**src/rtl/apb_completer_mem_pkg.sv**
```systemverilog
// ----------------------------------------------------------------------------
// AXI_to_APB package
// Purpose : shared bus widths, the default memory depth and the APB completer
//           state type used by the APB memory completer and its storage array.
// Ports   : none (package only).
// ----------------------------------------------------------------------------
package AXI_to_APB;

    localparam int ADDRESS_WIDTH = 32;
    localparam int DATA_WIDTH    = 32;
    localparam int APB_MEM_DEPTH = 16;

    typedef enum logic {
        IDLE   = 1'b0,
        ACCESS = 1'b1
    } apb_state_e;

endpackage

```
**src/rtl/apb_reg_array.sv**
```systemverilog
// ----------------------------------------------------------------------------
// apb_reg_array
// Purpose : DEPTH x WIDTH word storage with one synchronous write port and one
//           combinational read port. Every word is cleared by reset.
// Ports   : clk      - clock, all updates on the rising edge
//           rst      - synchronous active-high reset, clears every word
//           we_i     - write enable
//           waddr_i  - write word index
//           wdata_i  - write data
//           raddr_i  - read word index
//           rdata_o  - read data (combinational)
// ----------------------------------------------------------------------------
module apb_reg_array #(
    parameter int DEPTH = AXI_to_APB::APB_MEM_DEPTH,
    parameter int WIDTH = AXI_to_APB::DATA_WIDTH,
    localparam int IDX_W = $clog2(DEPTH)
) (
    input  logic             clk,
    input  logic             rst,
    input  logic             we_i,
    input  logic [IDX_W-1:0] waddr_i,
    input  logic [WIDTH-1:0] wdata_i,
    input  logic [IDX_W-1:0] raddr_i,
    output logic [WIDTH-1:0] rdata_o
);

    logic [WIDTH-1:0] mem_q [DEPTH];

    // Storage update: reset clears the whole array, otherwise at most one
    // word is written per cycle.
    always_ff @(posedge clk) begin
        if (rst) begin
            for (int i = 0; i < DEPTH; i++) begin
                mem_q[i] <= '0;
            end
        end else if (we_i) begin
            mem_q[waddr_i] <= wdata_i;
        end
    end

    assign rdata_o = mem_q[raddr_i];

endmodule

```
**src/rtl/apb_completer_mem.sv**
```systemverilog
// ----------------------------------------------------------------------------
// apb_completer_mem
// Purpose : APB completer backed by a small word memory. Transfers take
//           WAIT_STATES extra access cycles; misaligned or out-of-range
//           addresses complete with pslverr and are counted in err_count.
// Ports   : clk       - clock, all updates on the rising edge
//           rst       - synchronous active-high reset
//           psel      - requester select
//           penable   - access phase
//           pwrite    - 1 = write, 0 = read
//           paddr     - byte address
//           pwdata    - write data
//           prdata    - read data, non-zero only in a clean read completion
//           pready    - transfer completes this cycle
//           pslverr   - error response, only with pready
//           err_count - saturating count of errored completions
// ----------------------------------------------------------------------------
module apb_completer_mem #(
    parameter int ADDRESS_WIDTH = AXI_to_APB::ADDRESS_WIDTH,
    parameter int DATA_WIDTH    = AXI_to_APB::DATA_WIDTH,
    parameter int DEPTH         = AXI_to_APB::APB_MEM_DEPTH,
    parameter int WAIT_STATES   = 1
) (
    input  logic                     clk,
    input  logic                     rst,
    input  logic                     psel,
    input  logic                     penable,
    input  logic                     pwrite,
    input  logic [ADDRESS_WIDTH-1:0] paddr,
    input  logic [DATA_WIDTH-1:0]    pwdata,
    output logic [DATA_WIDTH-1:0]    prdata,
    output logic                     pready,
    output logic                     pslverr,
    output logic [7:0]               err_count
);

    import AXI_to_APB::*;

    localparam int IDX_W = $clog2(DEPTH);
    // One extra bit so the byte-size limit cannot overflow the address width.
    localparam logic [ADDRESS_WIDTH:0] ADDR_LIMIT = (ADDRESS_WIDTH+1)'(DEPTH * 4);
    localparam logic [3:0] WAIT_LAST = 4'(WAIT_STATES);

    apb_state_e state_q, state_d;
    logic [3:0]               wcnt_q, wcnt_d;
    logic [ADDRESS_WIDTH-1:0] addr_q, addr_d;
    logic                     write_q, write_d;
    logic [DATA_WIDTH-1:0]    wdata_q, wdata_d;
    logic [7:0]               errCnt_q;

    logic                  addrErr;
    logic                  complete;
    logic                  memWe;
    logic [IDX_W-1:0]      memIdx;
    logic [DATA_WIDTH-1:0] memRdata;

    assign memIdx  = addr_q[IDX_W+1:2];
    assign addrErr = (addr_q[1:0] != 2'b00) || ({1'b0, addr_q} >= ADDR_LIMIT);

    // Completion is gated by reset so a transfer caught by reset can never
    // write memory, bump the error count or show a response.
    assign complete = !rst && (state_q == ACCESS) && psel && penable
                      && (wcnt_q == WAIT_LAST);

    assign pready    = complete;
    assign pslverr   = complete && addrErr;
    assign memWe     = complete && write_q && !addrErr;
    assign prdata    = (complete && !write_q && !addrErr) ? memRdata : '0;
    assign err_count = errCnt_q;

    apb_reg_array #(
        .DEPTH (DEPTH),
        .WIDTH (DATA_WIDTH)
    ) u_regs (
        .clk     (clk),
        .rst     (rst),
        .we_i    (memWe),
        .waddr_i (memIdx),
        .wdata_i (wdata_q),
        .raddr_i (memIdx),
        .rdata_o (memRdata)
    );

    // Next-state logic. A setup phase (psel without penable) captures the
    // request both from IDLE and, as a restart, from ACCESS. Dropping psel
    // in ACCESS abandons the transfer silently.
    always_comb begin
        state_d = state_q;
        wcnt_d  = wcnt_q;
        addr_d  = addr_q;
        write_d = write_q;
        wdata_d = wdata_q;
        unique case (state_q)
            IDLE: begin
                if (psel && !penable) begin
                    addr_d  = paddr;
                    write_d = pwrite;
                    wdata_d = pwdata;
                    wcnt_d  = 4'd0;
                    state_d = ACCESS;
                end
            end
            ACCESS: begin
                if (!psel) begin
                    state_d = IDLE;
                end else if (!penable) begin
                    addr_d  = paddr;
                    write_d = pwrite;
                    wdata_d = pwdata;
                    wcnt_d  = 4'd0;
                end else if (complete) begin
                    state_d = IDLE;
                end else begin
                    wcnt_d = wcnt_q + 4'd1;
                end
            end
            default: state_d = IDLE;
        endcase
    end

    // State registers and the saturating error counter.
    always_ff @(posedge clk) begin
        if (rst) begin
            state_q  <= IDLE;
            wcnt_q   <= 4'd0;
            addr_q   <= '0;
            write_q  <= 1'b0;
            wdata_q  <= '0;
            errCnt_q <= 8'd0;
        end else begin
            state_q <= state_d;
            wcnt_q  <= wcnt_d;
            addr_q  <= addr_d;
            write_q <= write_d;
            wdata_q <= wdata_d;
            if (pslverr && (errCnt_q != 8'hFF)) begin
                errCnt_q <= errCnt_q + 8'd1;
            end
        end
    end

endmodule

```
**config.mk**
```make
export PLATFORM = sky130hd
export DESIGN_NAME = apb_completer_mem
export DESIGN_NICKNAME = d
export VERILOG_FILES = /design/src/rtl/apb_completer_mem_pkg.sv /design/src/rtl/apb_reg_array.sv /design/src/rtl/apb_completer_mem.sv
export SDC_FILE = /design/constraint.sdc
export NUM_CORES = 1
export LEC_CHECK = 0
export ABC_AREA = 1
export ABC_CLOCK_PERIOD_IN_PS = 7000
export CAP_MARGIN = 10
export CORE_UTILIZATION = 66
export CTS_CLUSTER_SIZE = 10
export DETAILED_ROUTE_END_ITERATION = 10
export PLACE_DENSITY = 0.86
export SLEW_MARGIN = 20
export SYNTH_ARGS = -nofsm -noshare
export SYNTH_HDL_FRONTEND = slang
export SYNTH_SLANG_ARGS = --single-unit
```
**constraint.sdc**
```tcl
create_clock -name clk -period 7 [get_ports clk]
set_input_delay 1.4 -clock clk [delete_from_list [all_inputs] [get_ports clk]]
set_output_delay 1.4 -clock clk [all_outputs]
set_load 0.03 [all_outputs]
```
# --- Word-level counts from Yosys, hierarchy flattened ---
# Memory sizes are Yosys's and may differ from the RTL's. A register that Yosys moved wholly into a read port is not among the register bits.
# Index checks and enable logic that the tools add are counted.
totals:
  ff_bits: 78
  ramBits: 512
  in_bits: 69
  out_inout_bits: 42
  memories: 1
op_classes:
  add_sub_neg: 2
  order_cmp: 1
  eq_ne: 6
  n_mux: 33
  bitwise: 1
  reduce_logical: 20
mem_list:
  columns: ["memory", "words", "word_bits", "read_ports", "rd_ports_with_merged_regs", "wr", "line_no", "text"]
  rows:
  - ["u_regs.mem_q", 16, 32, 1, 1, 16, "apb_reg_array.sv:27", "logic [WIDTH-1:0] mem_q [DEPTH];"]
op_table:
  columns: ["cell", "n"]
  rows:
  - ["$mux W32", 8]
  - ["$pmux W32 S2", 2]
  - ["$ge A32 B7 Y1 const B", 1]
  - ["$reduce_or A32 Y1", 1]
  - ["$mux W4", 7]
  - ["$mux W1", 13]
  - ["$logic_and A1 B1 Y1", 11]
  - ["$add A8 B1 Y8 const B", 1]
  - ["$ne A8 B8 Y1 const B", 1]
  - ["$pmux W4 S2", 1]
  - ["$ne A2 B2 Y1 const B", 3]
  - ["$reduce_and A3 Y1", 2]
  - ["$add A4 B1 Y4 const B", 1]
  - ["$eq A4 B1 Y1 const B", 1]
  - ["$logic_not A1 Y1", 4]
  - ["$pmux W1 S2", 2]
  - ["$ne A3 B3 Y1 const B", 1]
  - ["$reduce_bool A2 Y1", 1]
  - ["$logic_or A1 B1 Y1", 1]
  - ["$not A1 Y1", 1]

# --- Longest topological paths before layout ---
# Gate-level depths: netlist (run 1).
logic_depth:
  word_depth: 12
  ltp_mapped: 10
  ltp_nobuf: 9

# --- By module ---
# Synthesis (run 1) repeated with hierarchy kept, for this count alone.
unflattened:
  cells_unflattened: 3217
  hier_area_um2: 28095.7
by_module_without_submodules:
  columns: ["module", "instances", "cells_per_inst", "area_each_um2", "seq_area_each_um2"]
  rows:
  - ["apb_reg_array", 1, 2733, 24681.2, 15374.7]
  - ["apb_completer_mem", 1, 484, 3414.5, 1561.5]

# --- Worst setup path after synthesis (run 1) ---
# No wires, ideal clock.
synth_path:
  kind: "in2out"
  start: "input port rst"
  end: "output port prdata[0]"
  arrival_time_ns: 3.120
  setup_slack_ns: 2.480
  cell_stages: 8
  path_buffers: 1
  path_cell_list: "inv_2 -> nand3_1 -> nor3_4 -> nand2_1 -> nor2_1 -> inv_1 -> clkbuf_1 -> nor3_1"
synth_between:
  elab_chain_cells: 8
synth_rtl:
  columns: ["element", "line_no", "text"]
  rows:
  - ["start, declared", "apb_completer_mem.sv:25", "input logic rst,"]
  - ["$logic_not A1 Y1", "apb_completer_mem.sv:62", "assign complete = !rst && (state_q == ACCESS) && psel && penable"]
  - ["$logic_and A1 B1 Y1 (3 in a row)", "apb_completer_mem.sv:62", null]
  - ["$logic_and A1 B1 Y1", "apb_completer_mem.sv:63", "&& (wcnt_q == WAIT_LAST);"]
  - ["net pready", "apb_completer_mem.sv:32", "output logic pready,"]
  - ["$logic_and A1 B1 Y1 (2 in a row)", "apb_completer_mem.sv:68", "assign prdata = (complete && !write_q && !addrErr) ? memRdata : '0;"]
  - ["$mux W32", "apb_completer_mem.sv:68", null]
  - ["end, declared", "apb_completer_mem.sv:31", "output logic [DATA_WIDTH-1:0] prdata,"]
# The timed path passes the listed nets, and every way through them passes these cells.

# --- Final worst setup path (run 1) ---
layout_path:
  start: "input port rst"
  end: "output port prdata[9]"
layout_between:
  elab_chain_cells: 8
layout_rtl:
  columns: ["element", "line_no"]
  rows:
  - ["$logic_not A1 Y1", "apb_completer_mem.sv:62"]
  - ["$logic_and A1 B1 Y1 (3 in a row)", "apb_completer_mem.sv:62"]
  - ["$logic_and A1 B1 Y1", "apb_completer_mem.sv:63"]
  - ["$logic_and A1 B1 Y1 (2 in a row)", "apb_completer_mem.sv:68"]
  - ["$mux W32", "apb_completer_mem.sv:68"]
# No other way between the ends.

==> metrics.yaml, run 1 <==
cts_sinks: 594
required_ns: 5.60
cts_tree: "yes"
io_buffers: 110
power.switching_uw: 1869
cp_cell_sequence: "clkdlybuf4s50_1 -> inv_2 -> nand3_1 -> nor3_4 -> nand2_1 -> nor2_1 -> inv_1 -> buf_4 -> nor3_1 -> clkdlybuf4s50_1"
cp_max_fo: 31
cpPeakStageDelay_ns: 0.72
dp_hpwl_mm: 38.15
power_uw: 7883
drt_iter0_drc: 3006
wl_mm: 70.42
final_cells: 3216
clk_pin_slew_ns: 0.05
grt_pass1_wl_mm: 108.2
clockBufferDepth: 3
fmax_mhz: 174.6
worst_slew_pin_slew_ns: 1.064
end_kind: "primary output"
hold_violations: 0
dp.cells: 3113
cp_top_family: "buffers and inverters"
intPower_uw: 6013
status: "completed"
cp_common_cell: "clkdlybuf4s50_1"
p_leak_uw: 0.01059
grt_usage: 0.3457
dieArea_um2: 40950
fin_nets: 2731
area_growth_pct: 11.07
min_path_cells: 2
ys_seq_elements: 594
rsz0062_at_grt: "false"
via_per_inst: 6.296
ir_drop_uv: 196.1
num_rows: 73
power_frac_comb: 0.077
antenna_left: 0
cpMaxStageDelayCell: "clkdlybuf4s50_1"
maxCapViolCount: 0
hold_path.class: "flop to flop"
worstPathArrival_ns: 4.33
setup-tns-final_ns: 0
slew_viol_final: 0
vias: 20248
cp.buffers_inverters: 5
design_area_um2: 29430
antenna_found_initial: 0
io_pins: 111
wl_per_cell_um: 21.90
grt_max_degree: 196
seqPwrFrac: 0.511
regArea_um2: 17030
grt_pass1_vias: 20001
cp.depth: 10
n_antenna_cell: 0
finalCritPeriodShare: 0.8184
ctsResizeCount: 0
r2r_cells: 4
critPathKind: "input port to primary output"
power_density_nw_per_um2: 267.9
fin_worst_hold_slack_ns: 0.4847
cts_hold_buf: 0
syn_nets: 2734
most-common-layout-cells: "nand2_1 (549), nor2_1 (517), edfxtp_1 (512)"
first_pass_iters: 6
multi_input_area_um2: 8112
syn_area_per_cell_um2: 9.953
drive_gt1_frac: 0.08770
synth-seq-area-share: 0.6422
die_w_um: 202.4
synth_cells: 2662
clk_latency_ns: 0.60
fin_skew_ns: 0.02834
ys_warn_count: 0
max-slew-margin-rel: 0.2905
setup_violations: 0
cts_buffers: 69
period_minus_slack_ns: 5.729
switching_share: 0.2371
synth_area_um2: 26500
htree_num_levels: 3
die_y_um: 202.4
fillers: 2528
post-route-drc-count: 0
place.gp.congestion: 0.8534
start_util: 0.6684
ys_types: 30
final_common_cell: "nand2_1"
post-cts-setup-buffer-count: 0
worst_setup_path_start_kind: "input port"
clockRootBuffer: "clkbuf_16"
dpl_cell_area_um2: 27460
p_clk_frac: 0.412
coreArea_um2: 39640
overflow: 0
[worst paths after layout]
kind	startpoint	to	slack [ns]
max reg2reg	addr_q[3]	u_regs.mem_q[9][25]	3.05
min reg2reg	addr_q[21]	addr_q[21]	0.48
max	rst	prdata[9]	1.27
min	addr_q[21]	addr_q[21]	0.48
[metal layers]
layer  part of all wire  global-route usage  up-vias
li1                   -                   -     8937
met1               0.34              0.4368     9462
met2               0.48              0.5632     1591
met3               0.13             0.06853      258
met4              0.051              0.1907        0
met5                  0                   0        -
[cells by family (layout without fill, tap and decap cells)]
family	count (synthesis)	count (layout)	synth area share
and+or+nand+nor	1479	1479	0.2434
adders and majority gates	3	3	0.001417
xor gates and xnor gates	6	6	0.001983
buffers and inverters	269	298	0.05190
AOI/OAI and AO/OA	311	311	0.05908
DFF	594	594	0.6422
[final cells by class]
cell class,instances,share of cell area
Clock inverter,4,0.001573
Clock buffer,99,0.06539
Tap cell,525,0.02232
Inverter,56,0.007483
Sequential cell,594,0.5785
Multi-Input combinational cell,1799,0.2756
Timing Repair Buffer,139,0.04906
[stage by stage]
stage                     worst slack [ns]    util
final                                1.271  0.7424
after global routing                 1.150  0.7424
after CTS                            1.354  0.7424
after detailed placement             1.368  0.6927
after global placement               1.466  0.6927
after floorplan                      2.480       -
[cell usage after synthesis, drive strengths merged]
master	instances	area, µm²
buf	69	624.4
a21boi	1	7.510
nand2	550	2064
o21ai	73	365.4
and2	1	6.260
nor4	1	6.260
a21oi	232	1161
and3	1	6.260
nor2	611	2561
inv	23	86.34
dfxtp	82	1642
nor3	34	181.4
o22ai	5	31.28
edfxtp	512	15370
xnor2	1	8.760
nand3	280	1614
clkbuf	144	540.5
or2	1	8.760
clkinv	33	123.9
xor2	5	43.79
ha	3	37.54
[worst register-to-register path: cells and delay by family (launching register included)]
kind	cells	cell delay [ns]
simple gates	2	1.59
buf+inv	2	1.27
flops	1	0.82
[power by group through the flow]
stage | sequential (µW) | combinational, µW | clock [µW]
finish | 4030 | 609 | 3250
global route | 4040 | 654 | 3390
CTS | 4030 | 594 | 3240
detailed placement | 4100 | 585 | 0
global placement | 4090 | 569 | 0
floorplan | 4060 | 399 | 0
[sequential cells by signal, summed over array words and instances, names as in the netlist, named ones only]
signal and cells:
addr_q 32, wcnt_q 4, err_count 8, write_q 1, wdata_q 32, state_q 1
u_regs.mem_q 512
Power figures use the tool's default switching activity.
==> run 2, diff against run 1 <==
- ABC_CLOCK_PERIOD_IN_PS: 7000 -> 6000
- CORE_UTILIZATION: 66 -> 61
- PLACE_DENSITY: 0.86 -> 0.8
- clock period: 7 -> 6 ns (I/O delays scaled with it)
==> run 2 against run 1 <==
Compared with the run above:
- sequential cell count unchanged
- clock power increased by 15%
- register-to-register slack got worse by 1.0 ns
- cell count rose by 1.9%
- setup slack worse by 0.21 ns
- sequential share of layout area down 0.22 points
- cell area increased by 0.38%
- largest cell class unchanged
- largest power group unchanged
==> metrics.yaml, run 2 (synthesized netlist as in run 1, its figures left out) <==
drt_iter0_drc: 2414  # -20%
p_clk_frac: 0.409  # -0.003
htree_num_levels: 3  # unchanged
top_regs: "u_regs.mem_q (512), addr_q (32), wdata_q (32)"
clk_pin_slew_ns: 0.05  # about the same
status: "completed"
rr_startpoint: "addr_q[3]"
grt_pass1_vias: 18772  # -6.1%
setup-tns-final_ns: 0  # unchanged
final_common_cell: "nand2_1"
switching_share: 0.2333  # -0.003815
wl_per_cell_um: 20.64  # -5.7%
rsz0062_at_grt: "false"
ir_drop_uv: 188.8  # -3.7%
regMostFlops: "u_regs.mem_q"
overflow: 0  # unchanged
start_util: 0.6247  # -0.04373
post-cts-setup-buffer-count: 0  # unchanged
min_path_cells: 2  # unchanged
clockBufferDepth: 3  # unchanged
end_kind: "primary output"
dpl_cell_area_um2: 27590  # +0.46%
r2r_setup_slack_ns: 2.05  # -1.00 ns
critPathKind: "flop to primary output"
regToRegEndpoint: "u_regs.mem_q[9][15]"
place.gp.congestion: 0.8452  # -0.96%
clk_latency_ns: 0.58  # -0.02 ns
required_ns: 4.80  # -0.80 ns
fillers: 3054  # +21%
grt_pass1_wl_mm: 103.7  # -4.1%
fin_nets: 2738  # +0.26%
cp_max_fo: 139  # +350%
power_density_nw_per_um2: 309.0  # +15%
cts_sinks: 594  # unchanged
min_to: "addr_q[14]"
cts_hold_buf: 0  # unchanged
r2r_cells: 5  # +1
fin_worst_hold_slack_ns: 0.4836  # -0.001088 ns
antenna_found_initial: 0  # unchanged
wl_met3_mm: 7.732  # -15%
dp_hpwl_mm: 37.96  # -0.51%
setup_violations: 0  # unchanged
met2_length_mm: 32.40  # -4.3%
ctsResizeCount: 0  # unchanged
cts_buffers: 69  # unchanged
coreArea_um2: 42420  # +7.0%
cp_cell_sequence: "inv_6 -> buf_4 -> nand2_1 -> nand3_1 -> nand3_1 -> nand2_1 -> a21oi_1 -> nor3_1 -> buf_12"
vias: 19625  # -3.1%
finalCritPeriodShare: 0.8228
most-common-layout-cells: "nand2_1 (549), nor2_1 (517), edfxtp_1 (512)"
worst_slew_pin_slew_ns: 1.164  # +0.09963 ns
first_pass_iters: 6  # unchanged
via_per_inst: 5.989  # -4.9%
dieArea_um2: 44270  # +8.1%
cpPeakStageDelay_ns: 0.85  # +0.13 ns
post-place-ws_ns: 1.103  # -0.2646 ns
worst_setup_path_start_kind: "flop"
hold_violations: 0  # unchanged
worstPathArrival_ns: 3.74  # -0.59 ns
n_antenna_cell: 0  # unchanged
maxCapViolCount: 0  # unchanged
post-route-drc-count: 0  # unchanged
design_area_um2: 29540  # +0.38%
fin_ws_ns: 1.063  # -0.2077 ns
io_buffers: 110  # unchanged
power_frac_comb: 0.077  # about the same
p_leak_uw: 0.01067  # +0.76%
area_growth_pct: 11.49
num_rows: 75  # +2.7%
period_minus_slack_ns: 4.937
cpMaxStageDelayCell: "inv_6"
seqPwrFrac: 0.515  # +0.004
fin_skew_ns: 0.01954  # -0.008805 ns
holdCritStartpoint: "addr_q[14]"
clockRootBuffer: "clkbuf_16"
die_w_um: 210.4  # +4.0%
met1_length_mm: 25.34  # +5.9%
io_pins: 111  # unchanged
antenna_left: 0  # unchanged
slew_viol_final: 0  # unchanged
intPower_uw: 6998  # +16%
wl_mm: 67.64  # -3.9%
grt_max_degree: 195  # -0.51%
power_uw: 9128  # +16%
max-slew-margin-rel: 0.2241  # -0.06642
largest_register_ffs: 512  # unchanged
drive_gt1_frac: 0.09778  # +0.01008
cts_tree: "yes"
fmax_mhz: 202.6
power.switching_uw: 2130  # +14%
die_y_um: 210.4  # +4.0%
grt_usage: 0.3071  # -0.03866
hold_path.class: "flop to flop"
top_layer: "met4"
## run 2: critical path: cells and delay by family, from the launching register on
kind / cells / cell delay (ns)
DFF: 1 / 0.55
buffers and inverters: 3 / 1.61
and+or+nand+nor: 5 / 0.83
AOI/OAI and AO/OA: 1 / 0.10
## run 2: power by group through the flow
stage	sequential, µW	clock [µW]	combinational [µW]
6_report	4700	3730	702
5_1_grt	4710	3910	762
4_1_cts	4690	3750	692
3_5_place_dp	4780	0	686
3_3_place_gp	4770	0	671
2_1_floorplan	4740	0	466
## run 2: cell type report
cell class / count / area (µm²) / area share
multi-input combinational: 1799 / 8112 / 0.2746
clock buffer: 100 / 1907 / 0.06455
inverter: 56 / 220.2 / 0.007455
tap: 577 / 721.9 / 0.02444
sequential: 594 / 17030 / 0.5763
timing repair buffer: 146 / 1506 / 0.05100
clock inverter: 5 / 47.55 / 0.001610
## run 2: how the worst max path moves through the flow
stage	slack, ns	depth (start not counted)	from	endpoint
after floorplan	1.88	8	rst	prdata[0]
after detailed placement	1.10	8	rst	prdata[30]
final	1.06	9	flop	prdata[23]
after global placement	1.15	8	rst	prdata[30]
after CTS	1.08	8	rst	prdata[30]
after global routing	0.89	9	flop	prdata[23]
## run 2: per-stage QoR
stage               utilization  std cells
global route             0.6964       3277
floorplan                     -       2662
detailed placement       0.6504       3172
global placement         0.6504       3172
finish                   0.6964       3277
CTS                      0.6964       3277
## run 2: layer usage
metal  global-route usage  vias up
met5                    0        -
met3              0.06421      152
li1                     -     8944
met4               0.1189        0
met2               0.4960     1225
met1               0.4108     9304
